`src/rtl/sipo_pkg.sv`:
```
// Shared constants and frame-size derivations for the serial-to-parallel deserializer.
// The parity variant is selected by defining SIPO_PARITY_EN.
package sipo_pkg;

  localparam int SIPO_LSB_FIRST = 1;
  localparam int SIPO_MSB_FIRST = 0;

`ifdef SIPO_PARITY_EN
  localparam bit PARITY_EN = 1'b1;
`else
  localparam bit PARITY_EN = 1'b0;
`endif

  // Serial bits per frame: the data bits plus an optional trailing parity bit.
  function automatic int frame_len(input int width, input bit par_en);
    return par_en ? width + 1 : width;
  endfunction

  function automatic int cnt_width(input int frame);
    return $clog2(frame + 1);
  endfunction

endpackage

```
`src/rtl/sipo_shift_core.sv`:
```
// Serial shift register and bit counter; flags the edge that captures the last frame bit.
// frame_o is the next-state register contents, so the completed frame is usable on that same edge.
module sipo_shift_core
  import sipo_pkg::*;
#(
  parameter int FRAME     = 8,
  parameter int LSB_FIRST = SIPO_LSB_FIRST
) (
  input  logic             clk,
  input  logic             rst,
  input  logic             in_bit,
  input  logic             in_valid,
  output logic [FRAME-1:0] frame_o,
  output logic             done_o
);

  localparam int                CNT_W = cnt_width(FRAME);
  localparam logic [CNT_W-1:0] LAST  = CNT_W'(FRAME - 1);

  logic [FRAME-1:0] sr_d, sr_q;
  logic [CNT_W-1:0] cnt_d, cnt_q;

  always_comb begin
    sr_d   = sr_q;
    cnt_d  = cnt_q;
    done_o = 1'b0;
    if (in_valid) begin
      // LSB-first enters at the top and drifts down so the first bit ends in bit 0.
      if (LSB_FIRST == SIPO_LSB_FIRST) begin
        sr_d = {in_bit, sr_q[FRAME-1:1]};
      end else begin
        sr_d = {sr_q[FRAME-2:0], in_bit};
      end
      if (cnt_q == LAST) begin
        cnt_d  = '0;
        done_o = 1'b1;
      end else begin
        cnt_d = cnt_q + 1'b1;
      end
    end
  end

  assign frame_o = sr_d;

  always_ff @(posedge clk) begin
    if (rst) begin
      sr_q  <= '0;
      cnt_q <= '0;
    end else begin
      sr_q  <= sr_d;
      cnt_q <= cnt_d;
    end
  end

endmodule

```
`src/rtl/sipo_deser.sv`:
```
// Serial-in parallel-out deserializer with a one-word holding register and ready/valid output.
// Defining SIPO_PARITY_EN adds a trailing even-parity bit per frame and the parity_err output.
module sipo_deser
  import sipo_pkg::*;
#(
  parameter int WIDTH     = 8,
  parameter int LSB_FIRST = SIPO_LSB_FIRST
) (
  input  logic             clk,
  input  logic             rst,
  input  logic             in_bit,
  input  logic             in_valid,
  output logic [WIDTH-1:0] out_data,
  output logic             out_valid,
  input  logic             out_ready,
  output logic             overrun
`ifdef SIPO_PARITY_EN
  ,
  output logic             parity_err
`endif
);

  localparam int FRAME = frame_len(WIDTH, PARITY_EN);

  logic [FRAME-1:0] frame;
  logic             done;
  logic [WIDTH-1:0] word;
  logic             load;

  logic [WIDTH-1:0] data_d, data_q;
  logic             valid_d, valid_q;
  logic             overrun_d, overrun_q;

  sipo_shift_core #(
    .FRAME    (FRAME),
    .LSB_FIRST(LSB_FIRST)
  ) u_core (
    .clk     (clk),
    .rst     (rst),
    .in_bit  (in_bit),
    .in_valid(in_valid),
    .frame_o (frame),
    .done_o  (done)
  );

  // Data bits sit at the end of the frame the first bit arrived at; parity is the far end.
  generate
    if (LSB_FIRST == SIPO_LSB_FIRST) begin : g_lsb
      assign word = frame[WIDTH-1:0];
    end else begin : g_msb
      assign word = frame[FRAME-1 -: WIDTH];
    end
  endgenerate

  assign load = done && (!valid_q || out_ready);

  always_comb begin
    data_d    = data_q;
    valid_d   = valid_q;
    overrun_d = done && valid_q && !out_ready;
    if (valid_q && out_ready) begin
      valid_d = 1'b0;
    end
    if (load) begin
      data_d  = word;
      valid_d = 1'b1;
    end
  end

  always_ff @(posedge clk) begin
    if (rst) begin
      data_q    <= '0;
      valid_q   <= 1'b0;
      overrun_q <= 1'b0;
    end else begin
      data_q    <= data_d;
      valid_q   <= valid_d;
      overrun_q <= overrun_d;
    end
  end

  assign out_data  = data_q;
  assign out_valid = valid_q;
  assign overrun   = overrun_q;

`ifdef SIPO_PARITY_EN
  logic par_err_d, par_err_q;

  // Even parity over data plus parity bit: any odd count is an error.
  always_comb begin
    par_err_d = par_err_q;
    if (load) begin
      par_err_d = ^frame;
    end
  end

  always_ff @(posedge clk) begin
    if (rst) begin
      par_err_q <= 1'b0;
    end else begin
      par_err_q <= par_err_d;
    end
  end

  assign parity_err = par_err_q;
`endif

endmodule

```
`config.mk`:
```
export PLATFORM = sky130hd
export DESIGN_NAME = sipo_deser
export DESIGN_NICKNAME = d
export VERILOG_FILES = /design/src/rtl/sipo_pkg.sv /design/src/rtl/sipo_shift_core.sv /design/src/rtl/sipo_deser.sv
export SDC_FILE = /design/constraint.sdc
export NUM_CORES = 1
export LEC_CHECK = 0
export CAP_MARGIN = 10
export CORE_MARGIN = 10
export CORE_UTILIZATION = 35
export DETAILED_ROUTE_END_ITERATION = 6
export DONT_BUFFER_PORTS = 1
export PLACE_DENSITY = 0.51
export SYNTH_ARGS = -nofsm -noshare
export SYNTH_HDL_FRONTEND = slang
export SYNTH_SLANG_ARGS = --single-unit
```
`constraint.sdc`:
```
create_clock -name clk -period 1.87 [get_ports clk]
set_input_delay 0.0935 -clock clk [delete_from_list [all_inputs] [get_ports clk]]
set_output_delay 0.0935 -clock clk [all_outputs]
set_load 0.05 [all_outputs]
```
==> impl_metrics.env, run 1 <==
export IMPL_status="finished, final reports clean"
export IMPL_routabilityCongestion=0.664
export IMPL_fin_crit_sh_pct=90.9
export IMPL_setup_viol=0
export IMPL_clkSinkCount=22
export IMPL_synthCells=76
export IMPL_syn_avg_cell_area_um2=11.8
export IMPL_num_rows=18
export IMPL_grt_pass1_vias=542
export IMPL_path_clk_slew_ns=0.10
export IMPL_drv_slew=0
export IMPL_clock_path_buffers=2
export IMPL_drt_iter0_markers=25
export IMPL_ys_top_cells_by_area="dfxtp_1 (49%), mux2_4 (13%), mux2i_1 (10%)"
export IMPL_cts_tree="done"
export IMPL_grt_start_max_net_pins=15
export IMPL_clock_skew_ns=0.0106
export IMPL_crit_slowest_cell="dlygate4sd3_1"
export IMPL_leakage_nw=0.440
export IMPL_end_kind="flop"
export IMPL_tightest_slew_ns=0.575
export IMPL_drc=0
export IMPL_ys_ff_latch=22
export IMPL_yosysTopAreaCellShare_pct=49.0
export IMPL_wl_per_cell_um=13.8
export IMPL_finalNetCount=90
export IMPL_powerDensity_mw_per_mm2=733
export IMPL_wl_mm=1.54
export IMPL_initial_core_util_pct=36.6
export IMPL_viasPerCell=4.62
export IMPL_cts_htree_levels=1
export IMPL_grt_setup_unrepaired="no"
export IMPL_yosys_area_top_type="dfxtp_1"
export IMPL_fin_crit_ns=1.70
export IMPL_synth_area_um2=900
export IMPL_hold_violations=0
export IMPL_antenna_cells=0
export IMPL_post_cts_buffers=0
export IMPL_via_count=517
export IMPL_path_buf_inv=1
export IMPL_clock_latency_ns=0.30
export IMPL_drive_gt1_share_pct=17.1
export IMPL_crit_chain="dlygate4sd3_1 > nand4b_4 > nor2b_4 > mux2_4"
export IMPL_setup_tns_final_ns=0
export IMPL_cts_buffers=3
export IMPL_setup_worst_path_class="in2reg"
export IMPL_post_route_util_pct=40.2
export IMPL_cp_max_fo=9
export IMPL_ant_nets=0
export IMPL_grt_util_all_layers_pct=6.44
export IMPL_grt_overflow=0
export IMPL_die_h_um=70.7
export IMPL_vdd_drop_max_uv=715
export IMPL_num_io_pins=15
export IMPL_relSlewSlack_pct=61.5
export IMPL_first_pass_iters=2
export IMPL_path_delay_family="buffers and inverters"
export IMPL_worstPathArrival_ns=1.89
export IMPL_grt_pass1_wl_mm=2.68
export IMPL_hold_class="in2reg"
export IMPL_area_growth_pct=9.74
export IMPL_max_freq_ghz=0.588
export IMPL_io_buffers=0
export IMPL_synth_yosys_warnings=0
export IMPL_fp_dieW_um=70.7
export IMPL_required_ns=2.06
export IMPL_synth_cell_type_count=20
export IMPL_maxCapViolCount=0
export IMPL_critPathMaxStageDelay_ns=0.90
export IMPL_cts_root_buf="clkbuf_4"
export IMPL_core_mm2=0.00245
export IMPL_synth_seq_area_share_pct=49.0
export IMPL_cp_start_kind="input port"
export IMPL_die_area_mm2=0.00500
export IMPL_dpl_hpwl_um=976
export IMPL_antenna_found_initial=0
export IMPL_synth_nets=82
-- cell usage in the layout (no fill, tap or decap) --
cell	n
nand2b_1	1
buf_4	1
nor2b_4	1
mux2i_1	9
nor3_1	1
nand2_1	3
clkbuf_4	3
nand4_1	1
a21oi_1	2
xor2_1	2
nor2b_1	4
and2b_1	4
dfxtp_1	22
nor2_1	11
mux2_4	8
ha_1	1
nand4b_4	1
or3_1	1
dlygate4sd3_1	6
-- report_power, final --
part           internal [mW]  switching, mW
clock                 0.0750          0.129
sequential             0.476        0.00578
combinational         0.0201         0.0186
total                  0.571          0.153
-- sequential cells by signal, summed over array words and instances (netlist names) --
register and count:
out_data 8, out_valid 1, u_core.cnt_q 4, overrun 1, u_core.sr_q 8
-- area by class of cell --
type / instances / area (um^2)
fill: 246 / 1470
sequential: 22 / 440
multi-input combinational: 50 / 419
timing repair buffer: 7 / 67.6
tap: 30 / 37.5
clock buffer: 3 / 22.5
-- metrics by stage --
step                      setup slack, ns  hold slack, ns  total power [mW]  instances  cell area [um^2]
final                               0.170          0.0155             0.724        112               987
after global routing               0.0773          0.0194             0.763        112               987
after CTS                           0.145         0.00421             0.739        112               987
after detailed placement            0.320           0.170             0.513        103               905
after global placement              0.346           0.168             0.513        103               905
after floorplan                     0.425           0.280             0.521         76               900
-- cell families after synthesis --
logic type,count (synthesis),share of synthesized area [%]
flip-flops,22,49.0
adder cells (fa/ha/maj),1,1.39
multiplexers,17,23.4
AND/OR/NAND/NOR,28,18.8
AO/OA/AOI/OAI,2,1.11
XOR/XNOR,2,1.95
buffers and inverters,4,4.45
-- cell usage after synthesis --
cell type	count
a21oi_1	2
and2b_1	4
buf_12	1
buf_2	1
buf_6	1
clkbuf_1	1
dfxtp_1	22
ha_1	1
mux2_4	8
mux2i_1	9
nand2_1	3
nand2b_1	1
nand4_1	1
nand4b_4	1
nor2_1	11
nor2b_1	4
nor2b_4	1
nor3_1	1
or3_1	1
xor2_1	2
-- worst paths after layout --
kind                        start              end  slack (ns)  cells past startpoint
setup / recovery         in_valid      out_data[0]        0.17                      4
hold / removal           in_valid   u_core.sr_q[5]        0.02                      2
setup reg to reg  u_core.cnt_q[0]      out_data[0]        0.30                      4
hold reg to reg   u_core.cnt_q[3]  u_core.cnt_q[3]        0.49                      2
-- metal layers --
layer	GRT usage, %	up-vias	part of all wire (%)
met2	8.51	14	39
li1	-	273	-
met1	8.54	230	52
met5	0	-	0
met3	4.04	0	8.8
met4	1.29	0	0
-- repair_timing --
item,in CTS,in global routing
hold buffers,6,0
resized for setup,0,0
endpoints found under the hold margin,14,0
Note: power is estimated with default switching activity, not from simulation.
==> run 2, diff against run 1 <==
--- a/config.mk
+++ b/config.mk
@@ -11,6 +11,7 @@
 export DETAILED_ROUTE_END_ITERATION = 6
 export DONT_BUFFER_PORTS = 1
 export PLACE_DENSITY = 0.51
+export RECOVER_POWER = 25
 export SYNTH_ARGS = -nofsm -noshare
 export SYNTH_HDL_FRONTEND = slang
 export SYNTH_SLANG_ARGS = --single-unit
==> run 2 against run 1 <==
  * Combinational power hardly changed
  * Utilization is 0.15 points lower
  * Clock skew stayed put
  * Sequential power hardly changed
  * Non-clock buffer count stayed put
  * Via count stayed put
  * Cell area is 0.38% lower
  * Global-route usage stayed put
  * First-iteration DRC count stayed put
  * Flip-flop and latch count stayed put
  * Critical endpoint unchanged
  * Largest cell class unchanged
  * Highest routed layer unchanged
==> impl_metrics.env, run 2 (synthesis results as in run 1) <==
export IMPL_fin_crit_sh_pct=90.9
export IMPL_ant_nets=0
export IMPL_required_ns=2.06
export IMPL_dp_cells=103
export IMPL_drive_gt1_share_pct=15.9
export IMPL_core_mm2=0.00245
export IMPL_cts_tree="done"
export IMPL_final_cells=112
export IMPL_clock_skew_ns=0.0106
export IMPL_status="finished, final reports clean"
export IMPL_antenna_cells=0
export IMPL_layout_common_cells="dfxtp_1 (22), nor2_1 (11), mux2i_1 (9)"
export IMPL_clock_path_buffers=2
export IMPL_relSlewSlack_pct=60.1
export IMPL_routabilityCongestion=0.664
export IMPL_grt_pass1_vias=542
export IMPL_dpl_hpwl_um=976
export IMPL_path_clk_slew_ns=0.10
export IMPL_end_kind="flop"
export IMPL_post_route_util_pct=40.1
export IMPL_setup_tns_final_ns=0
export IMPL_max_freq_ghz=0.588
export IMPL_area_growth_pct=9.32
export IMPL_drc=0
export IMPL_viasPerCell=4.62
export IMPL_layout_commonest_cell="dfxtp_1"
export IMPL_num_io_pins=15
export IMPL_drv_slew=0
export IMPL_drt_iter0_markers=25
export IMPL_leakage_nw=0.436
export IMPL_clkSinkCount=22
export IMPL_io_buffers=0
export IMPL_grt_start_max_net_pins=15
export IMPL_cts_buffers=3
export IMPL_num_rows=18
export IMPL_fin_crit_ns=1.70
export IMPL_cp_start_kind="input port"
export IMPL_cts_root_buf="clkbuf_4"
export IMPL_grt_overflow=0
export IMPL_fillerInstances=246
export IMPL_hold_class="in2reg"
export IMPL_initial_core_util_pct=36.6
export IMPL_cts_htree_levels=1
export IMPL_wl_per_cell_um=13.8
export IMPL_grt_pass1_wl_mm=2.68
export IMPL_die_area_mm2=0.00500
export IMPL_antenna_found_initial=0
export IMPL_clock_latency_ns=0.30
export IMPL_postCtsResizedCells=0
export IMPL_fp_dieW_um=70.7
export IMPL_first_pass_iters=2
export IMPL_setup_viol=0
export IMPL_grt_util_all_layers_pct=6.44
export IMPL_setup_worst_path_class="in2reg"
export IMPL_tightest_slew_ns=0.601
export IMPL_wl_mm=1.54
export IMPL_grt_setup_unrepaired="no"
export IMPL_cp_max_fo=9
export IMPL_via_count=517
export IMPL_die_h_um=70.7
export IMPL_critPathLaunch="in_valid"
export IMPL_vdd_drop_max_uv=715
export IMPL_hold_start="in_valid"
export IMPL_finalNetCount=90
export IMPL_hold_violations=0
export IMPL_worstPathArrival_ns=1.89
export IMPL_maxCapViolCount=0
export IMPL_powerDensity_mw_per_mm2=736
export IMPL_timing_rr_start="u_core.cnt_q[0]"
## run 2: changes by cell type in the layout (fill, tap and decap cells not counted)
cell	before	now
buf_4	1	0
clkbuf_1	0	1
## run 2: final cells by class
class	instances	area, um^2	share of cell area, %
Sequential cell	22	440	44.8
Multi-Input combinational cell	50	419	42.6
Timing Repair Buffer	7	63.8	6.49
Tap cell	30	37.5	3.82
Clock buffer	3	22.5	2.29
## run 2: through the flow
step / power (mW) / hold slack [ns] / setup WS [ns] / cell area, um^2
6_report: 0.724 / 0.0155 / 0.170 / 983
4_1_cts: 0.739 / 0.00421 / 0.145 / 987
3_3_place_gp: 0.513 / 0.168 / 0.346 / 905
3_5_place_dp: 0.513 / 0.170 / 0.320 / 905
2_1_floorplan: 0.521 / 0.280 / 0.425 / 900
5_1_grt: 0.763 / 0.0194 / 0.0773 / 983
## run 2: per-layer routing
layer	global-route usage, %	vias up	wire length, um
met4	1.29	0	0
met2	8.51	14	597
met3	4.04	0	137
met5	0	-	0
met1	8.54	230	809
li1	-	273	-
## run 2: worst max-delay path: stages
cell and delay, ns:
dlygate4sd3_1 0.90, nand4b_4 0.20, nor2b_4 0.36, mux2_4 0.33
## run 2: report_power, final
| part | switching [mW] | internal, mW | total (mW) | leakage [nW] |
|---|---|---|---|---|
| Combinational | 0.0186 | 0.0201 | 0.0387 | 0.244 |
| Sequential | 0.00578 | 0.476 | 0.482 | 0.178 |
| Clock | 0.129 | 0.0750 | 0.204 | 0.0138 |
## run 2: final timing paths
kind | to | slack [ns] | cells after the start
max | out_data[0] | 0.17 | 4
min | u_core.sr_q[5] | 0.02 | 2
max reg2reg | out_data[0] | 0.30 | 4
min reg2reg | u_core.cnt_q[3] | 0.49 | 2
## run 2: repair_timing
action	in CTS	in global routing
endpoints found under the hold margin	14	0
hold buffers	6	0
buffers inserted	0	0
